[config.mk]
export PLATFORM = sky130hd
export DESIGN_NAME = uart_rx_fifo
export DESIGN_NICKNAME = d
export VERILOG_FILES = /design/src/rtl/uart_pkg.sv /design/src/rtl/rx_fifo.sv /design/src/rtl/uart_rx_fifo.sv
export SDC_FILE = /design/constraint.sdc
export NUM_CORES = 1
export LEC_CHECK = 0
export BUFFER_PORTS_ARGS = -buffer_cell sky130_fd_sc_hd__buf_2
export CAP_MARGIN = 10
export CORE_MARGIN = 3
export CORE_UTILIZATION = 38
export CTS_CLUSTER_SIZE = 16
export DETAILED_ROUTE_END_ITERATION = 12
export GPL_ROUTABILITY_DRIVEN = 0
export GPL_TIMING_DRIVEN = 1
export PLACE_DENSITY = 0.51
export SETUP_SLACK_MARGIN = 0.15
export SLEW_MARGIN = 20
export SYNTH_ARGS = -nofsm -noshare
export SYNTH_HDL_FRONTEND = slang
export SYNTH_SLANG_ARGS = --single-unit
[constraint.sdc]
create_clock -name clk -period 2.6 [get_ports clk]
set_input_delay 0.52 -clock clk [delete_from_list [all_inputs] [get_ports clk]]
set_output_delay 0.52 -clock clk [all_outputs]
set_load 0.01 [all_outputs]
[src/rtl/uart_pkg.sv]
// Shared types and helpers for the UART receiver with receive FIFO.
package uart_pkg;

    typedef enum logic [1:0] {
        PAR_NONE,
        PAR_EVEN,
        PAR_ODD
    } parity_t;

    typedef enum logic [2:0] {
        IDLE,
        START,
        DATA,
        PAR,
        STOP
    } rx_state_t;

    // Clock cycles per serial bit; integer divide, remainder is dropped.
    function automatic int bit_cycles(input int clk_frequency, input int baud_rate);
        return clk_frequency / baud_rate;
    endfunction

endpackage

[src/rtl/rx_fifo.sv]
// Small synchronous FIFO holding completed receive frames.
// The head entry is presented combinationally and reads as zero when empty.
module rx_fifo #(
    parameter int WIDTH = 10,
    parameter int DEPTH = 4
) (
    input  logic             clk,
    input  logic             rst_n,
    input  logic             push,
    input  logic [WIDTH-1:0] din,
    input  logic             pop,
    output logic             full,
    output logic             empty,
    output logic [WIDTH-1:0] head
);

    localparam int AW = (DEPTH > 1) ? $clog2(DEPTH) : 1;
    localparam int CW = $clog2(DEPTH + 1);
    localparam logic [CW-1:0] DEPTH_C = CW'(DEPTH);

    logic [WIDTH-1:0] mem [DEPTH];
    logic [AW-1:0]    wr_ptr;
    logic [AW-1:0]    rd_ptr;
    logic [CW-1:0]    count;
    logic             do_push;
    logic             do_pop;

    assign empty   = (count == '0);
    assign full    = (count == DEPTH_C);
    assign do_pop  = pop && !empty;
    // A pop in the same cycle frees a slot, so a push on full still lands.
    assign do_push = push && (!full || do_pop);

    // Pointer and occupancy bookkeeping; pointers wrap naturally since DEPTH is a power of two.
    always_ff @(posedge clk or negedge rst_n) begin
        // NOTE: sequential state uses <= so every flop samples pre-edge values, independent of statement order.
        if (!rst_n) begin
            wr_ptr <= '0;
            rd_ptr <= '0;
            count  <= '0;
        end else begin
            if (do_push) wr_ptr <= wr_ptr + 1'b1;
            if (do_pop)  rd_ptr <= rd_ptr + 1'b1;
            case ({do_push, do_pop})
                2'b10:   count <= count + 1'b1;
                2'b01:   count <= count - 1'b1;
                default: count <= count;
            endcase
        end
    end

    // Frame storage write.
    // NOTE: storage is deliberately not reset; the empty mask on head keeps outputs defined after reset.
    always_ff @(posedge clk) begin
        if (do_push) mem[wr_ptr] <= din;
    end

    assign head = empty ? '0 : mem[rd_ptr];

endmodule

[src/rtl/uart_rx_fifo.sv]
// UART receiver: synchronizes Sin, samples frames at bit centres, queues
// {data, parity error, frame error} in a FIFO and hands entries to a consumer
// over a four-phase Receive/ReceiveAck handshake.
module uart_rx_fifo
    import uart_pkg::*;
#(
    parameter int      CLK_FREQUENCY = 100_000_000,
    parameter int      BAUD_RATE     = 19_200,
    parameter int      DATA_BITS     = 8,
    parameter parity_t PARITY        = PAR_ODD,
    parameter int      STOP_BITS     = 1,
    parameter int      FIFO_DEPTH    = 4
) (
    input  logic                 clk,
    input  logic                 rst,
    input  logic                 Sin,
    input  logic                 ReceiveAck,
    input  logic                 ClearOvr,
    output logic                 Receive,
    output logic [DATA_BITS-1:0] Dout,
    output logic                 parityErr,
    output logic                 frameErr,
    output logic                 Overrun
);

    localparam int BIT_CYCLES = bit_cycles(CLK_FREQUENCY, BAUD_RATE);
    localparam int HALF       = BIT_CYCLES / 2;
    localparam int CW         = $clog2(BIT_CYCLES + 1);
    localparam int NW         = $clog2(DATA_BITS + 1);
    localparam int FW         = DATA_BITS + 2;

    localparam logic [CW-1:0] HALF_LAST = CW'(HALF - 1);
    localparam logic [CW-1:0] BIT_LAST  = CW'(BIT_CYCLES - 1);
    localparam logic [NW-1:0] DATA_LAST = NW'(DATA_BITS - 1);
    localparam logic [NW-1:0] STOP_LAST = NW'(STOP_BITS - 1);

    logic                 sin_meta;
    logic                 sin_sync;
    logic                 sin_prev;
    rx_state_t            state;
    logic [CW-1:0]        baud_cnt;
    logic [NW-1:0]        bit_cnt;
    logic [DATA_BITS-1:0] shift;
    logic                 par_err;
    logic                 frm_err;
    logic                 frame_done;
    logic                 baud_tick;
    logic                 fifo_full;
    logic                 fifo_empty;
    logic [FW-1:0]        fifo_head;
    logic                 rx_pop;
    logic                 ack_block;

    assign baud_tick = (baud_cnt == BIT_LAST);
    assign rx_pop    = Receive && ReceiveAck;

    // Two-flop synchronizer plus one history flop for falling-edge detection.
    always_ff @(posedge clk or negedge rst) begin
        if (!rst) begin
            sin_meta <= 1'b1;
            sin_sync <= 1'b1;
            sin_prev <= 1'b1;
        end else begin
            sin_meta <= Sin;
            sin_sync <= sin_meta;
            sin_prev <= sin_sync;
        end
    end

    // Receive FSM: start qualification, bit-centre sampling, parity and stop checks.
    always_ff @(posedge clk or negedge rst) begin
        if (!rst) begin
            state      <= IDLE;
            baud_cnt   <= '0;
            bit_cnt    <= '0;
            shift      <= '0;
            par_err    <= 1'b0;
            frm_err    <= 1'b0;
            frame_done <= 1'b0;
        end else begin
            frame_done <= 1'b0;
            case (state)
                IDLE: begin
                    baud_cnt <= '0;
                    bit_cnt  <= '0;
                    if (sin_prev && !sin_sync) state <= START;
                end
                START: begin
                    if (baud_cnt == HALF_LAST) begin
                        baud_cnt <= '0;
                        if (!sin_sync) begin
                            state   <= DATA;
                            par_err <= 1'b0;
                            frm_err <= 1'b0;
                        end else begin
                            state <= IDLE;
                        end
                    end else begin
                        baud_cnt <= baud_cnt + 1'b1;
                    end
                end
                DATA: begin
                    if (baud_tick) begin
                        baud_cnt <= '0;
                        shift    <= {sin_sync, shift[DATA_BITS-1:1]};
                        if (bit_cnt == DATA_LAST) begin
                            bit_cnt <= '0;
                            state   <= (PARITY == PAR_NONE) ? STOP : PAR;
                        end else begin
                            bit_cnt <= bit_cnt + 1'b1;
                        end
                    end else begin
                        baud_cnt <= baud_cnt + 1'b1;
                    end
                end
                PAR: begin
                    if (baud_tick) begin
                        baud_cnt <= '0;
                        // Odd rule wants an odd total of ones, even rule an even total.
                        par_err  <= (^shift) ^ sin_sync ^ (PARITY == PAR_ODD);
                        state    <= STOP;
                    end else begin
                        baud_cnt <= baud_cnt + 1'b1;
                    end
                end
                STOP: begin
                    if (baud_tick) begin
                        baud_cnt <= '0;
                        if (!sin_sync) frm_err <= 1'b1;
                        if (bit_cnt == STOP_LAST) begin
                            bit_cnt    <= '0;
                            state      <= IDLE;
                            frame_done <= 1'b1;
                        end else begin
                            bit_cnt <= bit_cnt + 1'b1;
                        end
                    end else begin
                        baud_cnt <= baud_cnt + 1'b1;
                    end
                end
                default: state <= IDLE;
            endcase
        end
    end

    rx_fifo #(
        .WIDTH (FW),
        .DEPTH (FIFO_DEPTH)
    ) u_fifo (
        .clk   (clk),
        .rst_n (rst),
        .push  (frame_done),
        .din   ({shift, par_err, frm_err}),
        .pop   (rx_pop),
        .full  (fifo_full),
        .empty (fifo_empty),
        .head  (fifo_head)
    );

    assign Dout      = fifo_head[FW-1:2];
    assign parityErr = fifo_head[1];
    assign frameErr  = fifo_head[0];

    // Four-phase handshake: after a pop, hold Receive low until ReceiveAck is seen low.
    always_ff @(posedge clk or negedge rst) begin
        if (!rst) begin
            Receive   <= 1'b0;
            ack_block <= 1'b0;
        end else if (rx_pop) begin
            Receive   <= 1'b0;
            ack_block <= 1'b1;
        end else if (ack_block) begin
            Receive <= 1'b0;
            if (!ReceiveAck) ack_block <= 1'b0;
        end else begin
            Receive <= !fifo_empty;
        end
    end

    // Sticky overrun: a dropped frame beats a simultaneous clear.
    always_ff @(posedge clk or negedge rst) begin
        if (!rst) begin
            Overrun <= 1'b0;
        end else if (frame_done && fifo_full && !rx_pop) begin
            Overrun <= 1'b1;
        end else if (ClearOvr) begin
            Overrun <= 1'b0;
        end
    end

endmodule

==> results of run 1 <==
==> synth_stat cells (all sizes together) (3+ instances only) <==
cell     n
nand4    4
buf      7
nor2b   14
edfxtp  40
nor2    22
xor2     9
mux2i    3
inv     16
nand2   17
dfrtp   41
o22ai    4
and2     7
and4     3
dfstp    3
nor3     5
nand3    4
ha       8
mux4    10
xnor2   14
and3     3
o21ai   11
a21oi    6
mux2     8
==> cell families (layout without fill, tap and decap cells) <==
logic type	Yosys count	after routing	share of synthesized area [%]
AND/OR/NAND/NOR	95	95	13.8
flip-flops	84	84	60.2
AO/OA/AOI/OAI	31	31	5.68
buffers and inverters	25	54	2.94
XOR/XNOR	23	23	5.26
multiplexers	21	21	9.01
adder cells (fa/ha/maj)	9	9	3.13
==> area by class of cell <==
class	count	area [µm²]	area share, %
tap	133	166	3.89
multi-input combinational	179	1410	33.1
inverter	16	60.1	1.40
timing repair buffer	22	125	2.93
clock inverter	7	81.3	1.90
sequential	84	2310	53.9
clock buffer	9	124	2.90
==> path summary, 6_finish.rpt <==
path | startpoint | end | depth (start not counted)
min reg2reg | sin_meta | sin_sync | 0
max | u_fifo.rd_ptr[0] | Dout[7] | 4
max reg2reg | baud_cnt[0] | state[0] | 6
max in group asynchronous | rst | sin_prev | 2
min in group clk | Sin | sin_meta | 1
min | rst | ack_block | 1
==> state kept, by name, indices dropped and copies added (netlist names), 2 cells and up <==
signal,count
state,3
u_fifo.wr_ptr,2
u_fifo.count,3
bit_cnt,4
baud_cnt,13
u_fifo.rd_ptr,2
u_fifo.mem,40
shift,8
==> through the flow <==
stage | setup slack, ns | util (%)
final | 0.329 | 43.8
after global routing | 0.212 | 43.8
after CTS | 0.284 | 43.8
after detailed placement | 0.481 | 41.7
after global placement | 0.516 | 41.7
after floorplan | 0.663 | -
==> where the power goes <==
part | switching [mW] | internal [mW]
clock | 0.504 | 0.462
sequential | 0.162 | 1.50
combinational | 0.353 | 0.314
total | 1.02 | 2.28
==> metal layers <==
layer / GRT usage, % / share of wire [%] / vias to the layer above
met2: 20.0 / 49 / 26
met4: 4.93 / 1.3 / 0
li1: - / - / 1082
met1: 16.1 / 47 / 1094
met3: 2.49 / 2.7 / 6
met5: 0 / 0 / -
==> impl_results.md, run 1 <==
- Wire length per cell: approximately 14 µm
- Placed cells: 434
- Tcrit/Tclk final: just under 90%
- Setup Crit Path Kind: reg -> out
- Nets: between 300 and 400
- Post-Syn Area: 3830 µm²
- Worst path cell trace: buf_4, mux4_2, nor2b_1, buf_2
- Synthesized net count: 302
- Initial Util: about two fifths
- N_diodes: 0
- CTS Hold Bufs: 0
- WP data arrival: 1.75 ns
- Tot GR Track Use: between 10% and 20%
- Horiz. Die Dim: between 100 and 150 µm
- Commonest cells after routing, fill and taps aside: 41 x dfrtp_1, 40 x edfxtp_1, 22 x nor2_1
- Initial DRC count: 47
- Status: finished, final reports clean
- RSZ-0062 raised after global routing: no
- Clk buf depth: 2
- Congestion Overflow GR: 0
- FMAX: roughly 440 MHz
- Filler Cell Count: 922
- Largest net degree at the start of global routing: 24
- Core area: 9770 µm²
- Peak supply drop: 0.000369 V
- Vias in the first global route: between 2000 and 2500
- Post-Syn Instances: roughly 290
- Share of the synthesized area in the top cell type: 31.3%
- Die ar.: 11300 µm²
- Postcts setup bufs: 0
- Main synth FF type: dfrtp_1
- Synth top area cells: edfxtp_1 31%, dfrtp_1 27%, mux4_2 5.9%, xnor2_1 3.2%, ha_1 2.6%
- Port Buffers: 16
- Placed inst area: 4070 µm²
- Post-synthesis cell type count: 51
- EDFF count, synth: 40
- Slew HR: 62.9%
- First-pass GRT wire length: 10900 µm
- Share of cells above drive strength 1: 19.6%
- Site Rows: 36
- Worst skew pair latency: 0.34 ns
- Commonest non-fill, non-tap cell in the layout: dfrtp_1
- Fin crit period: 2.27 ns
- Final setup TNS: 0 ns
- Final wirelength: 6410 µm
- Cell taking the most area after synthesis: edfxtp_1
- CP endpoint kind: output pin
- Tot Pwr: between 3 and 4 mW
- Crit path max-delay cell type: mux4_2
- Worst path required time: 2.08 ns
- CTS tree: built
- Worst hold margin: 0.137 ns
- CTS root buffer: clkbuf_8
- Largest delay share family, worst path: multiplexers
- Bufs and invs on worst path: 2
- Post-route cell area: ~4300 µm²
- CP Max Fanout: 12
- DRC violations left: 0
- DP HPWL: 4430 µm
- Sequential area share after synthesis: 60.2%
- Max Clock Skew: 0.0104 ns
- Slowest stage delay, CP: 0.55 ns
- Boundary Pins: 17
- Ys Warns: 0
- DR vias: 2208
- Synthesized flop and latch total: 84
- Pwr/cell area: 771 nW/µm²
- Layout overhead on the synthesized area: 11.6%
- Detail Route Antenna Nets: 0
- Antenna violations before repair: 0
- Chip height: 106 µm
- Initial DRT Pass Iterations: 4
- H-tree depth: 3
- CTS buffer count: 9
- Slew Limit Fails: 0
- Vias/cell: 4.91
- LEAKAGE: 1.83 nW
- HP Class: in -> async
- Slew @ Worst Pin: 0.556 ns
- Layout Cells excl Fill: 450
- Mean post-synth cell area: 13.3 µm²
- Post-CTS sizing: 0
- Critical Path Start Type: flop
- Clock transition at the registers of the reported paths: 0.09 ns
- Final hold vios: 0
- Async set-reset flop share out of synthesis: between 50% and 60%
- R2R Setup Slk: 0.45 ns
- Final setup violating endpoints: 0
- Clock sink count: between 80 and 90
- Maxcap violations: 0
Note: power is estimated with default switching activity, not from simulation.
==> run 2, diff against run 1 <==
CTS_BUF_LIST = sky130_fd_sc_hd__clkbuf_8   (was unset)
PLACE_DENSITY = 0.53   (was 0.51)
clock period = 1.8 ns   (was 2.6 ns; I/O delays follow)
==> impl_results.md, run 2 (synthesized netlist as in run 1, its figures left out) <==
- Status: complete, but fails checks
- Failing checks: negative setup slack
- Placed inst area: 4510 µm² (+11%)
- Final wirelength: 7820 µm (+22%)
- Vias in the first global route: 2638 (+21%)
- Clock sink count: 84 (unchanged)
- Crit path max-delay cell type: mux4_2
- Antenna violations before repair: 0 (unchanged)
- CP endpoint kind: output pin
- Largest net degree at the start of global routing: 22 (-8.3%)
- Worst skew pair latency: 0.35 ns (about the same)
- Worst path cell trace: buf_12, mux4_2, nor2b_1, buf_2
- Detail Route Antenna Nets: 0 (unchanged)
- Final setup violating endpoints: 29 (+29)
- Final setup TNS: -3.14 ns (-3.14 ns)
- Share of cells above drive strength 1: 44.9% (+25 points)
- Max Clock Skew: 0.0104 ns (+0.0000251 ns)
- Commonest non-fill, non-tap cell in the layout: buf_4
- Die ar.: 11300 µm² (unchanged)
- Congestion Overflow GR: 0 (unchanged)
- DR vias: 2513 (+14%)
- Layout overhead on the synthesized area: 37.3%
- Boundary Pins: 17 (unchanged)
- Initial DRC count: 69 (+47%)
- Clock transition at the registers of the reported paths: 0.09 ns (about the same)
- CTS tree: built
- H-tree depth: 3 (unchanged)
- DP HPWL: 5140 µm (+16%)
- WP data arrival: 1.69 ns (-0.06 ns)
- Tot Pwr: 6.14 mW (+86%)
- Worst path required time: 1.44 ns (-0.64 ns)
- Vias/cell: 4.89 (-0.36%)
- Nets: 390 (+20%)
- Port Buffers: 16 (unchanged)
- Layout Cells excl Fill: 514 (+14%)
- Slowest stage delay, CP: 0.51 ns (-0.04 ns)
- Setup WS pre-CTS: -0.100 ns (-0.581 ns)
- Max reg flops: 40 (unchanged)
- RSZ-0062 raised after global routing: yes
- Initial DRT Pass Iterations: 4 (unchanged)
- CP Max Fanout: 11 (-1)
- Wire length per cell: 15.2 µm (+6.8%)
- DRC violations left: 0 (unchanged)
- FMAX: roughly 500 MHz
- Critical Path Start Type: flop
- Largest delay share family, worst path: multiplexers
- Final hold vios: 0 (unchanged)
- Placed cells: 475 (+9.4%)
- Slew @ Worst Pin: 0.523 ns (-0.0337 ns)
- Bufs and invs on worst path: 2 (unchanged)
- Setup Crit Path Kind: reg -> out
- CTS buffer count: 9 (unchanged)
- Peak supply drop: 0.000644 V (+75%)
- Commonest cells after routing, fill and taps aside: 49 x buf_4, 40 x dfrtp_1, 40 x edfxtp_1
- Clk buf depth: 2 (unchanged)
- Chip height: 106 µm (unchanged)
- First-pass GRT wire length: 12800 µm (+18%)
- CTS root buffer: clkbuf_8
- Site Rows: 36 (unchanged)
- Post-route cell area: 5260 µm² (+23%)
- HP Class: in -> reg
- Largest regs: u_fifo.mem: 40 flops, baud_cnt: 13 flops, shift: 8 flops
- Fin crit period: 2.05 ns
- Biggest register: u_fifo.mem
- Slew HR: 65.2% (+2.2 points)
- Slew Limit Fails: 0 (unchanged)
- LEAKAGE: 2.29 nW (+25%)
- Pwr/cell area: 1170 nW/µm² (+51%)
- Initial Util: 39.2% (unchanged)
- Horiz. Die Dim: 106 µm (unchanged)
- N_diodes: 0 (unchanged)
- Core area: 9770 µm² (unchanged)
- Fin worst setup slack: -0.249 ns (-0.578 ns)
- Tot GR Track Use: 14.4% (+2.1 points)
- Tcrit/Tclk final: 114%
- Maxcap violations: 0 (unchanged)
## run 2: cell types whose count changed in the layout (fill, tap and decap cells not counted), moves of 6 or more
cell     delta
buf_12      +7
mux2_4      +8
buf_4      +43
o21ai_0     -6
mux2_2      -8
nor2_1     -11
buf_6      +12
nor2_4      +6
## run 2: power by group
part | switching [mW] | internal, mW | leakage [nW]
clock | 0.737 | 0.947 | 0.127
combinational | 0.921 | 1.15 | 1.12
sequential | 0.205 | 2.18 | 1.04
## run 2: what timing repair did
item                       in CTS  in global routing
pin swaps                      10                 17
hold endpoints to repair       16                  0
setup endpoints to repair      39                 42
resized for setup              38                 39
hold buffers                    1                  0
cloned                          1                  0
buffers inserted               11                 10
## run 2: per-layer routing
layer  up-vias  global-route usage (%)  share of wire, %
met4         0                    5.57               1.3
li1       1204                       -                 -
met5         -                       0                 0
met2        27                    25.7                53
met1      1271                    17.3                44
met3        11                    2.43               2.4
## run 2: layout make-up
type | count | area (µm²)
flip-flops and latches | 84 | 2310
fillers | 825 | 4510
inverters | 16 | 60.1
clock buffers | 9 | 124
clock inverters | 7 | 128
well taps | 133 | 166
repair buffers | 86 | 761
multi-input cells | 179 | 1710
## run 2: through the flow
stage          util, %  hold slack (ns)
6_report          53.8            0.102
5_1_grt           53.8           0.0742
4_1_cts           51.1           0.0776
3_5_place_dp      46.1            0.348
3_3_place_gp      46.1            0.347
2_1_floorplan        -           0.0644
## run 2: worst paths after layout
kind / start / end / slack (ns) / depth (start not counted)
min reg2reg: sin_meta / sin_sync / 0.36 / 0
max reg2reg: bit_cnt[1] / state[0] / -0.18 / 7
max in group asynchronous: rst / shift[0] / 0.74 / 3
max: u_fifo.rd_ptr[0] / Dout[7] / -0.25 / 4
min: Sin / sin_meta / 0.10 / 1
min in group asynchronous: rst / ack_block / 0.51 / 2
